## src/rtl/if_fetch_if.sv

```systemverilog
// if_fetch_if: instruction-memory request/response port between the fetch stage and imem.
//   req    fetch request valid (master -> slave)
//   addr   fetch address, held while req=1 and not accepted (master -> slave)
//   ready  request accepted when req & ready (slave -> master)
//   rvalid response valid, one per accepted request (slave -> master)
//   rdata  instruction data qualified by rvalid (slave -> master)
//   err    access fault qualified by rvalid (slave -> master)
interface if_fetch_if #(
    parameter int XLEN = 64,
    parameter int ILEN = 32
);
    logic            req;
    logic [XLEN-1:0] addr;
    logic            ready;
    logic            rvalid;
    logic [ILEN-1:0] rdata;
    logic            err;

    modport master (output req, addr, input ready, rvalid, rdata, err);
    modport slave  (input req, addr, output ready, rvalid, rdata, err);
endinterface

```

## src/rtl/if_fetch.sv

```systemverilog
// if_fetch: instruction-fetch stage owning the PC, single-outstanding imem fetch, IF/ID slot.
//   clk, rst         clock, synchronous active-high reset
//   i_stall          ctrl stall vector; bit 1 holds the IF/ID slot
//   i_branch_flag    one-cycle redirect pulse
//   i_branch_target  redirect address
//   imem             instruction-memory port (master side)
//   o_if_pc          PC of the presented instruction
//   o_if_inst        presented instruction, 0 when no slot is valid
//   o_if_fault       presented slot is an access fault
//   o_stallreq_if    fetch not yet available (REQ or WAIT)
module if_fetch #(
    parameter int               XLEN     = 64,
    parameter int               ILEN     = 32,
    parameter logic [XLEN-1:0]  RESET_PC = 64'h0000_0000_8000_0000
) (
    input  logic            clk,
    input  logic            rst,
    input  logic [5:0]      i_stall,
    input  logic            i_branch_flag,
    input  logic [XLEN-1:0] i_branch_target,
    if_fetch_if.master      imem,
    output logic [XLEN-1:0] o_if_pc,
    output logic [ILEN-1:0] o_if_inst,
    output logic            o_if_fault,
    output logic            o_stallreq_if
);
    localparam logic [1:0] S_IDLE  = 2'd0;
    localparam logic [1:0] S_REQ   = 2'd1;
    localparam logic [1:0] S_WAIT  = 2'd2;
    localparam logic [1:0] S_VALID = 2'd3;

    logic [1:0]      r_state;
    logic [XLEN-1:0] r_pc;
    logic            r_kill;
    logic            r_req;
    logic [XLEN-1:0] r_addr;
    logic [1:0]      w_state_n;
    logic [XLEN-1:0] w_pc_n;
    logic            w_kill_n;
    logic            w_load;
    logic            w_drop;
    logic            w_unused_stall;

    assign w_unused_stall = ^{i_stall[5:2], i_stall[0]};
    assign imem.req  = r_req;
    assign imem.addr = r_addr;

    // r_kill marks the in-flight (or about-to-be-issued) request as stale after a redirect,
    // so its response is swallowed and fetch resumes from the redirected pc.
    always_comb begin
        w_state_n = r_state;
        w_kill_n  = r_kill;
        w_load    = 1'b0;
        w_drop    = 1'b0;
        case (r_state)
            S_IDLE: w_state_n = S_REQ;
            S_REQ: begin
                if (i_branch_flag) w_kill_n = 1'b1;
                if (imem.ready) w_state_n = S_WAIT;
            end
            S_WAIT: begin
                if (imem.rvalid) begin
                    w_state_n = (r_kill || i_branch_flag) ? S_REQ : S_VALID;
                    w_load    = !(r_kill || i_branch_flag);
                    w_kill_n  = 1'b0;
                end else if (i_branch_flag) begin
                    w_kill_n = 1'b1;
                end
            end
            default: begin
                if (i_branch_flag || !i_stall[1]) begin
                    w_state_n = S_REQ;
                    w_drop    = 1'b1;
                end
            end
        endcase
        w_pc_n = i_branch_flag ? i_branch_target : w_load ? r_pc + XLEN'(4) : r_pc;
    end

    always_ff @(posedge clk) begin
        if (rst) begin
            r_state       <= S_IDLE;
            r_pc          <= RESET_PC;
            r_kill        <= 1'b0;
            r_req         <= 1'b0;
            r_addr        <= RESET_PC;
            o_if_pc       <= '0;
            o_if_inst     <= '0;
            o_if_fault    <= 1'b0;
            o_stallreq_if <= 1'b0;
        end else begin
            r_state       <= w_state_n;
            r_pc          <= w_pc_n;
            r_kill        <= w_kill_n;
            r_req         <= w_state_n == S_REQ;
            o_stallreq_if <= w_state_n == S_REQ || w_state_n == S_WAIT;
            // address is latched only on entry to REQ so it stays stable until accepted
            if (w_state_n == S_REQ && r_state != S_REQ) r_addr <= w_pc_n;
            if (w_load) begin
                o_if_pc    <= r_pc;
                o_if_inst  <= imem.err ? '0 : imem.rdata;
                o_if_fault <= imem.err;
            end else if (w_drop) begin
                o_if_inst  <= '0;
                o_if_fault <= 1'b0;
            end
        end
    end
endmodule

```

## src/flat_wrapper.sv

```systemverilog
// flat-port wrapper written by rule: the top's interface ports become plain ports
module if_fetch_flat 
#(
    parameter int               XLEN     = 64,
    parameter int               ILEN     = 32,
    parameter logic [XLEN-1:0]  RESET_PC = 64'h0000_0000_8000_0000
)
  (clk, rst, i_stall, i_branch_flag, i_branch_target, o_if_pc, o_if_inst, o_if_fault, o_stallreq_if, imem_req, imem_addr, imem_ready, imem_rvalid, imem_rdata, imem_err);
  if_fetch_if #(.XLEN(XLEN), .ILEN(ILEN)) imem_i ();
  input  logic clk;
  input  logic rst;
  input  logic [5:0] i_stall;
  input  logic i_branch_flag;
  input  logic [XLEN-1:0] i_branch_target;
  output logic [XLEN-1:0] o_if_pc;
  output logic [ILEN-1:0] o_if_inst;
  output logic o_if_fault;
  output logic o_stallreq_if;
  output wire logic [$bits(imem_i.req)-1:0] imem_req;
  output wire logic [$bits(imem_i.addr)-1:0] imem_addr;
  input wire logic [$bits(imem_i.ready)-1:0] imem_ready;
  input wire logic [$bits(imem_i.rvalid)-1:0] imem_rvalid;
  input wire logic [$bits(imem_i.rdata)-1:0] imem_rdata;
  input wire logic [$bits(imem_i.err)-1:0] imem_err;
  assign imem_req = imem_i.req;
  assign imem_addr = imem_i.addr;
  assign imem_i.ready = imem_ready;
  assign imem_i.rvalid = imem_rvalid;
  assign imem_i.rdata = imem_rdata;
  assign imem_i.err = imem_err;
  if_fetch #(.XLEN(XLEN), .ILEN(ILEN), .RESET_PC(RESET_PC)) u_core (.clk(clk), .rst(rst), .i_stall(i_stall), .i_branch_flag(i_branch_flag), .i_branch_target(i_branch_target), .imem(imem_i), .o_if_pc(o_if_pc), .o_if_inst(o_if_inst), .o_if_fault(o_if_fault), .o_stallreq_if(o_stallreq_if));
endmodule
```

## config.mk

```make
export PLATFORM = sky130hd
export DESIGN_NAME = if_fetch_flat
export DESIGN_NICKNAME = d
export VERILOG_FILES = /design/src/rtl/if_fetch_if.sv /design/src/rtl/if_fetch.sv /design/src/flat_wrapper.sv
export SDC_FILE = /design/constraint.sdc
export NUM_CORES = 1
export LEC_CHECK = 0
export CORE_ASPECT_RATIO = 1.1
export CORE_MARGIN = 5
export CORE_UTILIZATION = 43
export CTS_CLUSTER_SIZE = 28
export DETAILED_ROUTE_END_ITERATION = 7
export GPL_ROUTABILITY_DRIVEN = 0
export PLACE_DENSITY = 0.76
export SKIP_LAST_GASP = 1
export SYNTH_ARGS = -nofsm -noshare
export SYNTH_HDL_FRONTEND = slang
export SYNTH_SLANG_ARGS = --single-unit
```

## constraint.sdc

```tcl
create_clock -name clk -period 2.94 [get_ports clk]
set_clock_uncertainty 0.15 [all_clocks]
set_input_delay 0.294 -clock clk [delete_from_list [all_inputs] [get_ports clk]]
set_output_delay 0.294 -clock clk [all_outputs]
set_load 0.02 [all_outputs]
```

==> impl_metrics.toml <==
[sta]
worst_pin_slew_ns = 0.958
fmax_ghz = 0.360
rsz0062_at_grt = "false"
whs_ns = 0.0253
setup_violations = 0
hold_viol = 0
finalSetupTns_ns = 0
min_period_ns = 2.78
fin_crit_sh_pct = 94.4
relSlewSlack_pct = 36.2
maxSlewViolCount = 0

[floorplanning]
die_h_um = 167
rows = 57
io_pins = 271
core_area_um2 = 22100
die-area_um2 = 25600
initial_core_util_pct = 43.8
die_x_um = 153

[clock_tree]
cts_root_buf = "clkbuf_16"
htree_levels = 1
clk_pin_slew_ns = 0.06
numCtsBuffers = 24
cts.sinks = 230
cts_tree = "yes"
insertion_delay_ns = 0.51
clk_path_buf_depth = 3

[setup_path]
cp-end-kind = "flip-flop"
crit_required_ns = 3.25
cp_max_fo = 16
reg2reg_depth = 14
r2r_slack_ns = 0.16
cp.arrival_ns = 3.09
start_kind = "flip-flop"
criticalPathCategory = "flip-flop to flip-flop"
r2r-start = "u_core.r_state[0]"
rr_endpoint = "u_core.imem.addr[61]"

[synth]
synthCells = 1158
ys_ff_latch = 230
ys_async_sr_fraction_pct = 0
yosysTopAreaCell = "dfxtp_1"
syn-cell-area_um2 = 9680
synth_nets = 1272
synth_flop_cell = "dfxtp_1"
netlist-cell-type-count = 53
avgSynthCellArea_um2 = 8.36
seq_area_frac_synth_pct = 47.5
synth-edff-count = 0
synth_top_area_share_pct = 47.5
synth_warnings = 0
yosys-top-cells-area = "dfxtp_1 48%, nand2_1 7.9%, a21oi_1 5.3%, nor2_1 4.3%, xnor2_1 3.1%"

[global_routing]
grt_use_met3_pct = 6.87
globalRouteMet2Util_pct = 39.4
grt_overflow_total = 0
use_met1_pct = 30.1
antenna_found_initial = 0
grt_pass1_vias = 9485
grt_pass1_wl_mm = 50.7
grt_max_degree = 91
grt_usage_pct = 23.8
grt.busiest_layer = "met2"

[routing]
viasPerCell = 5.56
wl_per_cell_um = 18.7
wirelength_mm = 32.3
drtIter0Drc = 556
drc = 0
postRouteAntennaNets = 0
dr.pass1.iters = 5
vias = 9601

[outcome]
run_status = "complete, no violations"

[layout]
nets = 1529
drive_gt1_share_pct = 7.12
syn2layout_area_growth_pct = 40.2
num_antenna_cells = 0
fin_util_pct = 61.4

[pwr]
power_frac_clock_pct = 37.6
p_comb_share_pct = 17.8
leakagePower_nw = 4.87
p_total_mw = 7.83
p_switching_mw = 2.15
p_int_mw = 5.68
power_density_nw_per_um2 = 576
switching_share_pct = 27.5
ir_drop_mv = 0.415
p_seq_share_pct = 44.6

[worst_hold_path]
whs_path_depth = 2
min_to = "u_core.r_pc[16]"
worst_hold_path_type = "input pin to flip-flop"
hp-start = "rst"

[place]
port_buffers = 265
dp_hpwl_mm = 23.4

[run]
maxCapViolCount = 0
==> layer usage <==
layer / up-vias / share of wire (%)
li1: 4602 / -
met1: 4515 / 41
met2: 419 / 47
met3: 65 / 9.8
met4: 0 / 2.9
met5: - / 0
==> stage by stage <==
stage | std cells | worst slack [ns] | instance area (um^2)
4_1_cts | 1727 | 0.0767 | 13600
3_5_place_dp | 1684 | 0.0256 | 12800
5_1_grt | 1727 | 0.0147 | 13600
2_1_floorplan | 1158 | 0.0502 | 9680
3_3_place_gp | 1684 | 0.0641 | 12800
6_report | 1727 | 0.163 | 13600
==> worst max path at each step <==
stage                            to               from
6_report       u_core.imem.addr[61]  u_core.r_state[0]
5_1_grt        u_core.imem.addr[59]  u_core.r_state[0]
4_1_cts        u_core.o_if_inst[13]  u_core.r_state[0]
3_5_place_dp        u_core.r_pc[58]        imem_rvalid
3_3_place_gp   u_core.o_if_inst[28]        imem_rvalid
2_1_floorplan  u_core.imem.addr[40]  u_core.r_state[0]
==> power groups by stage <==
stage                     Sequential, mW  Clock (mW)  Combinational, mW
after floorplan                     3.67           0              0.538
after global placement              3.55           0               1.37
after detailed placement            3.55           0               1.38
after CTS                           3.49        2.99               1.39
after global routing                3.51        3.13               1.49
final                               3.49        2.94               1.40
==> cells in the final DEF (no fill, tap or decap), drive strengths merged, types with 5 or more instances in the layout <==
master	netlist	final
clkdlybuf4s50	0	263
dfxtp	230	230
nand2	203	203
nor2	112	112
a21oi	102	102
buf	7	53
nand3	41	41
clkbuf	78	38
xnor2	34	34
a22oi	33	33
nand4	29	29
o21ai	28	28
nor3	27	27
and3	24	24
a211oi	21	21
mux2i	16	16
xor2	15	15
nor4	15	15
and4	14	14
o22ai	11	11
nand2b	11	11
o21a	10	10
o211a	10	10
inv	7	8
or4	8	8
a31oi	7	7
and2	7	7
o211ai	7	7
o41ai	7	7
ha	6	6
o31ai	5	5
a32oi	5	5
nor2b	5	5
clkinv	2	5
==> cell usage after synthesis, types with 10 or more instances <==
cell	count
a211oi_1	21
a21oi_1	102
a22oi_1	33
and3_1	24
and4_1	14
clkbuf_1	77
dfxtp_1	230
mux2i_1	16
nand2_1	203
nand2b_1	11
nand3_1	41
nand4_1	28
nor2_1	112
nor3_1	27
nor4_1	13
o211a_1	10
o21a_1	10
o21ai_0	28
o22ai_1	11
xnor2_1	34
xor2_1	15
==> layout make-up <==
| cell class | count | area, um^2 |
|---|---|---|
| tap | 295 | 369 |
| inverter | 9 | 33.8 |
| fill | 1959 | 8530 |
| sequential | 230 | 4600 |
| clock inverter | 5 | 50.0 |
| timing repair buffer | 316 | 3050 |
| clock buffer | 38 | 704 |
| multi-input combinational | 834 | 4770 |
==> cell families (layout without fill, tap and decap cells) <==
group	after synthesis	after routing	share of synthesized area, %
DFF	230	230	47.5
xor gates and xnor gates	49	49	4.43
AOI/OAI and AO/OA	260	260	17.2
and+or+nand+nor	503	503	24.6
buffers and inverters	94	368	3.80
muxes	16	16	1.65
adders and majority gates	6	6	0.775
==> sequential cells by signal, summed over array words and instances (netlist names) <==
name,count
u_core.o_if_inst,32
u_core.r_state,2
u_core.r_kill,1
u_core.o_stallreq_if,1
u_core.imem.addr,64
u_core.o_if_pc,64
u_core.imem.req,1
u_core.r_pc,64
u_core.o_if_fault,1
==> worst max-delay path, stage by stage, from the launching register on <==
cell and delay (ns):
dfxtp_1 0.35, inv_1 0.09, ha_1 0.25, buf_4 0.16
nor2b_1 0.12, o21ai_0 0.14, a21oi_1 0.08, a31oi_1 0.20
ha_2 0.27, nand2b_2 0.18, nor2_1 0.17, nand2_1 0.08
buf_4 0.21, a21oi_1 0.15, a211o_1 0.11
==> repair_timing <==
action / in CTS / in global routing
gates resized for setup: 0 / 8
hold buffers: 0 / 0
endpoints found under the setup margin: 0 / 49
setup buffers: 0 / 0
Note: power is estimated with default switching activity, not from simulation.
